$ cat config.mk
export PLATFORM = sky130hd
export DESIGN_NAME = conv2_win_gen
export DESIGN_NICKNAME = d
export VERILOG_FILES = /design/src/rtl/conv2_win_gen.sv
export SDC_FILE = /design/constraint.sdc
export NUM_CORES = 2
export LEC_CHECK = 0
export CAP_MARGIN = 20
export CORE_ASPECT_RATIO = 0.7
export CORE_MARGIN = 10
export CORE_UTILIZATION = 61
export CTS_CLUSTER_SIZE = 8
export DETAILED_ROUTE_END_ITERATION = 8
export PLACE_DENSITY = 0.85
export SLEW_MARGIN = 0
export SYNTH_ARGS = -nofsm -noshare
export SYNTH_HDL_FRONTEND = slang
export SYNTH_SLANG_ARGS = --single-unit
$ cat constraint.sdc
create_clock -name clk -period 3.3 [get_ports clk]
set_clock_uncertainty 0.2 [all_clocks]
set_input_delay 0.66 -clock clk [delete_from_list [all_inputs] [get_ports clk]]
set_output_delay 0.66 -clock clk [all_outputs]
set_load 0.02 [all_outputs]
$ cat src/rtl/conv2_win_gen.sv
// conv2_win_gen: 5x5 sliding-window generator for a three-channel raster pixel stream
// Optional feature macro: CONV2_WIN_FRAME_DONE_EN (adds the frame_done output)
// Ports:
//   clk, rst_n                  clock, asynchronous active-low reset
//   valid_in                    one pixel per channel presented this cycle
//   data_in1..3                 channel pixels, raster order, channels in lockstep
//   win1..3                     registered 5x5 windows, element 5*r+c at [k*DATA_BITS +: DATA_BITS]
//   valid_out_buf               one-cycle pulse when win1..3 carry a fresh window
//   frame_done                  (optional) pulse with the last window of a frame
module conv2_win_gen #(
    parameter int WIDTH     = 12,
    parameter int HEIGHT    = 12,
    parameter int DATA_BITS = 12
) (
    input  logic                      clk,
    input  logic                      rst_n,
    input  logic                      valid_in,
    input  logic [DATA_BITS-1:0]      data_in1,
    input  logic [DATA_BITS-1:0]      data_in2,
    input  logic [DATA_BITS-1:0]      data_in3,
    output logic [25*DATA_BITS-1:0]   win1,
    output logic [25*DATA_BITS-1:0]   win2,
    output logic [25*DATA_BITS-1:0]   win3,
    output logic                      valid_out_buf
`ifdef CONV2_WIN_FRAME_DONE_EN
    ,
    output logic                      frame_done
`endif
);
    localparam int CW = $clog2(WIDTH);
    localparam int RW = $clog2(HEIGHT);
    // The incoming pixel acts as tap 0, so 4*WIDTH+4 stored entries give 4*WIDTH+5 taps.
    localparam int DEPTH = 4*WIDTH + 4;
    localparam logic [CW-1:0] COL_LAST = CW'(WIDTH-1);
    localparam logic [RW-1:0] ROW_LAST = RW'(HEIGHT-1);

    logic [CW-1:0]          col_q, col_d;
    logic [RW-1:0]          row_q, row_d;
    logic [DATA_BITS-1:0]   din [3];
    logic [DATA_BITS-1:0]   lb_q [3][DEPTH];
    logic [24:0][DATA_BITS-1:0] win_d [3];
    logic [25*DATA_BITS-1:0] win_q [3];
    logic                   vout_q, fire, col_end;

    assign din[0] = data_in1;
    assign din[1] = data_in2;
    assign din[2] = data_in3;
    assign win1 = win_q[0];
    assign win2 = win_q[1];
    assign win3 = win_q[2];
    assign valid_out_buf = vout_q;

    always_comb begin
        col_end = col_q == COL_LAST;
        col_d   = col_end ? '0 : col_q + CW'(1);
        row_d   = !col_end ? row_q : (row_q == ROW_LAST ? '0 : row_q + RW'(1));
        fire    = valid_in && row_q >= RW'(4) && col_q >= CW'(4);
    end

    // Window element (r,c) lies (4-r)*WIDTH + (4-c) pixels behind the one being accepted.
    for (genvar g = 0; g < 3; g++) begin : g_ch
        for (genvar k = 0; k < 25; k++) begin : g_tap
            localparam int OFF = (4 - k/5)*WIDTH + (4 - k%5);
            if (OFF == 0) begin : g_new
                assign win_d[g][k] = din[g];
            end else begin : g_old
                assign win_d[g][k] = lb_q[g][OFF-1];
            end
        end
    end

    // Line buffers carry no reset; the counters alone decide when their contents are valid.
    always_ff @(posedge clk) begin
        if (valid_in) begin
            for (int g = 0; g < 3; g++) begin
                lb_q[g][0] <= din[g];
                for (int i = 1; i < DEPTH; i++) lb_q[g][i] <= lb_q[g][i-1];
            end
        end
    end

    always_ff @(posedge clk or negedge rst_n) begin
        if (!rst_n) begin
            col_q  <= '0;
            row_q  <= '0;
            vout_q <= 1'b0;
            win_q  <= '{default: '0};
        end else begin
            vout_q <= fire;
            if (valid_in) begin
                col_q <= col_d;
                row_q <= row_d;
            end
            if (fire) begin
                for (int g = 0; g < 3; g++) win_q[g] <= win_d[g];
            end
        end
    end

`ifdef CONV2_WIN_FRAME_DONE_EN
    logic fd_q;
    assign frame_done = fd_q;
    always_ff @(posedge clk or negedge rst_n) begin
        if (!rst_n) fd_q <= 1'b0;
        else        fd_q <= fire && col_end && row_q == ROW_LAST;
    end
`endif
endmodule

Yosys cells after proc, flatten, opt, wreduce, memory -nomap -nowiden
Memories as Yosys holds them, arrays and structs flattened.
Cells that the tools add are included.
{"block": "op_classes", "n_addsub": 2, "magnitude_cmp": 2, "n_eq_ne": 2, "n_mux": 4, "n_reduce_logical": 3}
{"cell": "adder 4 x 1 -> 4 bit (second input constant)", "count": 2}
{"cell": "equality test 4 bit (second input constant)", "count": 2}
{"cell": ">= comparator 4 x 3 -> 1 bit (second input constant)", "count": 2}
{"cell": "2-to-1 mux 4 bit", "count": 2}
{"cell": "logical AND 1 bit", "count": 2}
{"cell": "2-to-1 mux 1 bit", "count": 2}
{"cell": "AND reduction 2 bit", "count": 1}
{"block": "totals", "register_bits": 909, "mem_bits_rw": 1872, "inputBits": 39, "output_inout_bits": 901, "elab_cells": 20, "mem_count": 1}
{"memory": "lb_q", "depth": 3, "width": 624, "rd": 3, "rd_clocked_by_memory_dff": 0, "write_ports": 3, "line_no": "40", "source": "logic [DATA_BITS-1:0] lb_q [3][DEPTH];"}

Depth between registers and ports, before layout
{"block": "depth", "ltp_word": 3, "depth_mapped": 6}

Worst setup path after synthesis
No wires, ideal clock.
{"block": "synth_path", "kind": "input port to flip-flop", "start": "input port valid_in", "end": "register win_q (netlist bit win1[0]) (read register of lb_q)", "setup_ns": 0.125, "arrival_time_ns": 1.726, "required_ns": 2.975, "slack_ns": 1.249, "cell_stages": 6, "path_cell_list": "buf_4 o221ai_2 buf_6 buf_12 buf_12 mux2_4"}
{"block": "synth_between", "elab_chain_cells": 2}
{"element": "from (decl)", "line_no": "17", "source": "input logic valid_in,"}
{"element": "logical AND 1 bit (2 in a row)", "line_no": "57", "source": "fire = valid_in && row_q >= RW'(4) && col_q >= CW'(4);"}
{"element": "to (decl)", "line_no": "42", "source": "logic [25*DATA_BITS-1:0] win_q [3];"}
No other way between the ends.
A chain may end at the register's enable or synchronous reset.

Worst setup path in the final report
{"block": "layout_path", "start": "register win_q (netlist bit win3[255]) (read register of lb_q)", "end": "output port win3[255]"}
{"element": "to (decl)", "line_no": "23", "source": "output logic [25*DATA_BITS-1:0] win3,"}
No word-level cell between the ends.

==> results.sh <==
export IMPL_status="completed"
export IMPL_synth_seq_cells=2781
export IMPL_worstMarginPinSlew_ns=1.12
export IMPL_htreeDepth=5
export IMPL_totalPowerFinal_mw=123
export IMPL_routed_wl_mm=219
export IMPL_critPathBufInv=1
export IMPL_setup_slack_ns=0.324
export IMPL_cts_made_buffers=398
export IMPL_area_growth_pct=24.1
export IMPL_synth_top_area_share_pct=59.4
export IMPL_slew_violations=0
export IMPL_cts_reportedPaths_clkPinSlew_ns=0.05
export IMPL_pre_cts_ws_ns=0.746
export IMPL_finalCritPeriodShare_pct=90.2
export IMPL_cp_start_kind="flop"
export IMPL_nets=5201
export IMPL_core_area_um2=154000
export IMPL_fmax_mhz=336
export IMPL_yosys_warnings=0
export IMPL_grtUsageTotal_pct=25.2
export IMPL_clock_sinks=2781
export IMPL_insertion_delay_ns=0.92
export IMPL_cp_slowest_cell="clkdlybuf4s50_1"
export IMPL_end_kind="output pin"
export IMPL_arrival_ns=2.12
export IMPL_ys_types=21
export IMPL_placed_cells=6832
export IMPL_die_w_um=491
export IMPL_crit_fanout=2
export IMPL_clock_root_buffer="clkbuf_16"
export IMPL_rsz0062_at_grt="false"
export IMPL_setup_violations=0
export IMPL_gr_total_overflow=0
export IMPL_gp_congestion=0.829
export IMPL_hold_violations=0
export IMPL_antenna_found_initial=1
export IMPL_place_hpwl_mm=126
export IMPL_synthTopCellsByArea="edfxtp_1 59%, dfrtp_1 24%, mux2_4 14%, buf_12 2.1%, mux2_2 0.17%"
export IMPL_avgSynthCellArea_um2=24.8
export IMPL_period_needed_ns=2.98
export IMPL_grt_pass1_vias=45753
export IMPL_crit_chain="clkdlybuf4s50_1"
export IMPL_stdcell_count=7546
export IMPL_grt_pass1_wl_mm=323
export IMPL_rows=120
export IMPL_crit_required_ns=2.44
export IMPL_cts_setup_buffers=0
export IMPL_viasPerCell=5.50
export IMPL_p_leak_nw=46.8
export IMPL_tns_ns=0
export IMPL_worstSetupPathType="reg2out"
export IMPL_drc_errors=0
export IMPL_synthCells=3815
export IMPL_syn_area_um2=94600
export IMPL_drt_iter0_drc=3569
export IMPL_cts_tree="yes"
export IMPL_power_density_nw_per_um2=1050
export IMPL_cp_top_family="buffers and inverters"
export IMPL_cts_buffer_depth=4
export IMPL_antenna_diode_count=0
export IMPL_wl_per_cell_um=29.0
export IMPL_hp_class="in2reg"
export IMPL_ant_nets=0
export IMPL_dr_total_vias=41477
export IMPL_grt_max_degree=171
export IMPL_synth_nets=3856
export IMPL_synth_seq_area_share_pct=83.4
export IMPL_start_util_pct=61.6
export IMPL_maxCapViolations=0
export IMPL_whs_ns=0.126
export IMPL_drive_above_1_share_pct=26.1
export IMPL_dieArea_um2=172000
export IMPL_yosys_area_top_type="edfxtp_1"
export IMPL_io_pins=940
export IMPL_drtPass1Iterations=5
export IMPL_cpPeakStageDelay_ns=0.81
export IMPL_fp_dieH_um=350
export IMPL_max_slew_margin_pct=25.3
export IMPL_placement_io_buffers=939
export IMPL_max_vdd_ir_drop_mv=0.745
## path summary, 6_finish.rpt
| check | start | to | slack [ns] | depth (start not counted) |
|---|---|---|---|---|
| setup / recovery | win3[255]$_DFFE_PN0P_ | win3[255] | 0.32 | 1 |
| hold / removal | data_in3[11] | lb_q[2][623]$_DFFE_PP_ | 0.13 | 1 |
| setup reg to reg | col_q[2]$_DFFE_PN0P_ | win3[299]$_DFFE_PN0P_ | 0.98 | 4 |
| hold reg to reg | lb_q[0][121]$_DFFE_PP_ | lb_q[0][109]$_DFFE_PP_ | 0.17 | 0 |
| max in group asynchronous | rst_n | win1[199]$_DFFE_PN0P_ | 1.56 | 3 |
| min in group asynchronous | rst_n | win1[234]$_DFFE_PN0P_ | 0.33 | 2 |
## kinds of logic (layout without fill, tap and decap cells)
logic type,count (synthesis),after routing,synth area share [%]
flops,2781,2781,83.4
simple gates,19,19,0.102
compound gates,7,7,0.0568
xor+xnor,1,1,0.00926
buf+inv,102,1759,2.10
fa+ha+maj,2,2,0.0264
mux,903,903,14.3
## synthesized netlist by cell type
master,number
inv_1,1
ha_1,2
nor2_1,4
buf_4,2
nand2_1,8
o21ai_0,4
nand3_1,3
mux2_4,889
and4b_1,1
buf_12,98
nand4b_1,1
o221ai_2,1
a21bo_2,1
nand3b_1,1
mux2_2,14
dfrtp_1,909
or4b_1,1
a22o_1,1
edfxtp_1,1872
buf_6,1
xnor2_1,1
## worst reg2reg max path: stages (launching register included)
cell and delay [ns]:
dfrtp_1 0.45, o221ai_4 0.42, buf_4 0.33, buf_4 0.44, mux2_2 0.40
## layout by cell type, fill, tap and decap left out, types with 2 or more instances in the layout
cell,netlist,layout
clkinv_2,0,2
clkbuf_1,0,296
ha_1,2,2
edfxtp_1,1872,1872
buf_4,2,61
clkbuf_16,0,403
clkinv_8,0,3
clkdlybuf4s50_1,0,937
dlygate4sd3_1,0,2
mux2_2,14,14
nand3_1,3,3
nand2_1,8,8
inv_6,0,4
mux2_4,889,889
clkbuf_8,0,2
buf_12,98,44
o21ai_0,4,4
nor2_1,4,4
dfrtp_1,909,909
## where the power goes
part / total [mW] / internal, mW / leakage, nW / switching (mW)
clock: 37.1 / 22.7 / 5.40 / 14.4
sequential: 50.7 / 44.7 / 29.0 / 5.95
combinational: 35.4 / 18.6 / 12.4 / 16.8
## metrics by stage
stage          cell area (µm²)  utilization (%)
6_report                117000             76.4
5_1_grt                 117000             76.4
4_1_cts                 117000             76.4
3_5_place_dp            106000             69.0
3_3_place_gp            106000             69.0
2_1_floorplan            94600                -
## state kept, by name, indices dropped and copies added, names as in the netlist
register       flops
lb_q            1872
win2             300
col_q              4
win1             300
win3             300
valid_out_buf      1
row_q              4
## what timing repair did
| item | CTS | global route |
|---|---|---|
| hold endpoints to repair | 51 | 0 |
| resized for setup | 0 | 0 |
| hold buffers | 2 | 0 |
## layout make-up
cell class,count,area (µm²)
multi-input cells,932,13700
well taps,2074,2590
clock buffers,701,11200
flip-flops and latches,2781,79000
repair buffers,1046,10800
inverters,1,3.75
fillers,7476,36200
clock inverters,11,144
## routing by layer
layer  up-vias  routed length [µm]  part of all wire [%]  track usage (%)
met1     22136               81500                    37             30.5
met5         -                   0                     0                0
li1      17333                   -                     -                -
met4         0                6890                   3.2             8.77
met2      1619              116000                    53             44.1
met3       389               14700                   6.7             6.81
(Power assumes the default switching activity.)
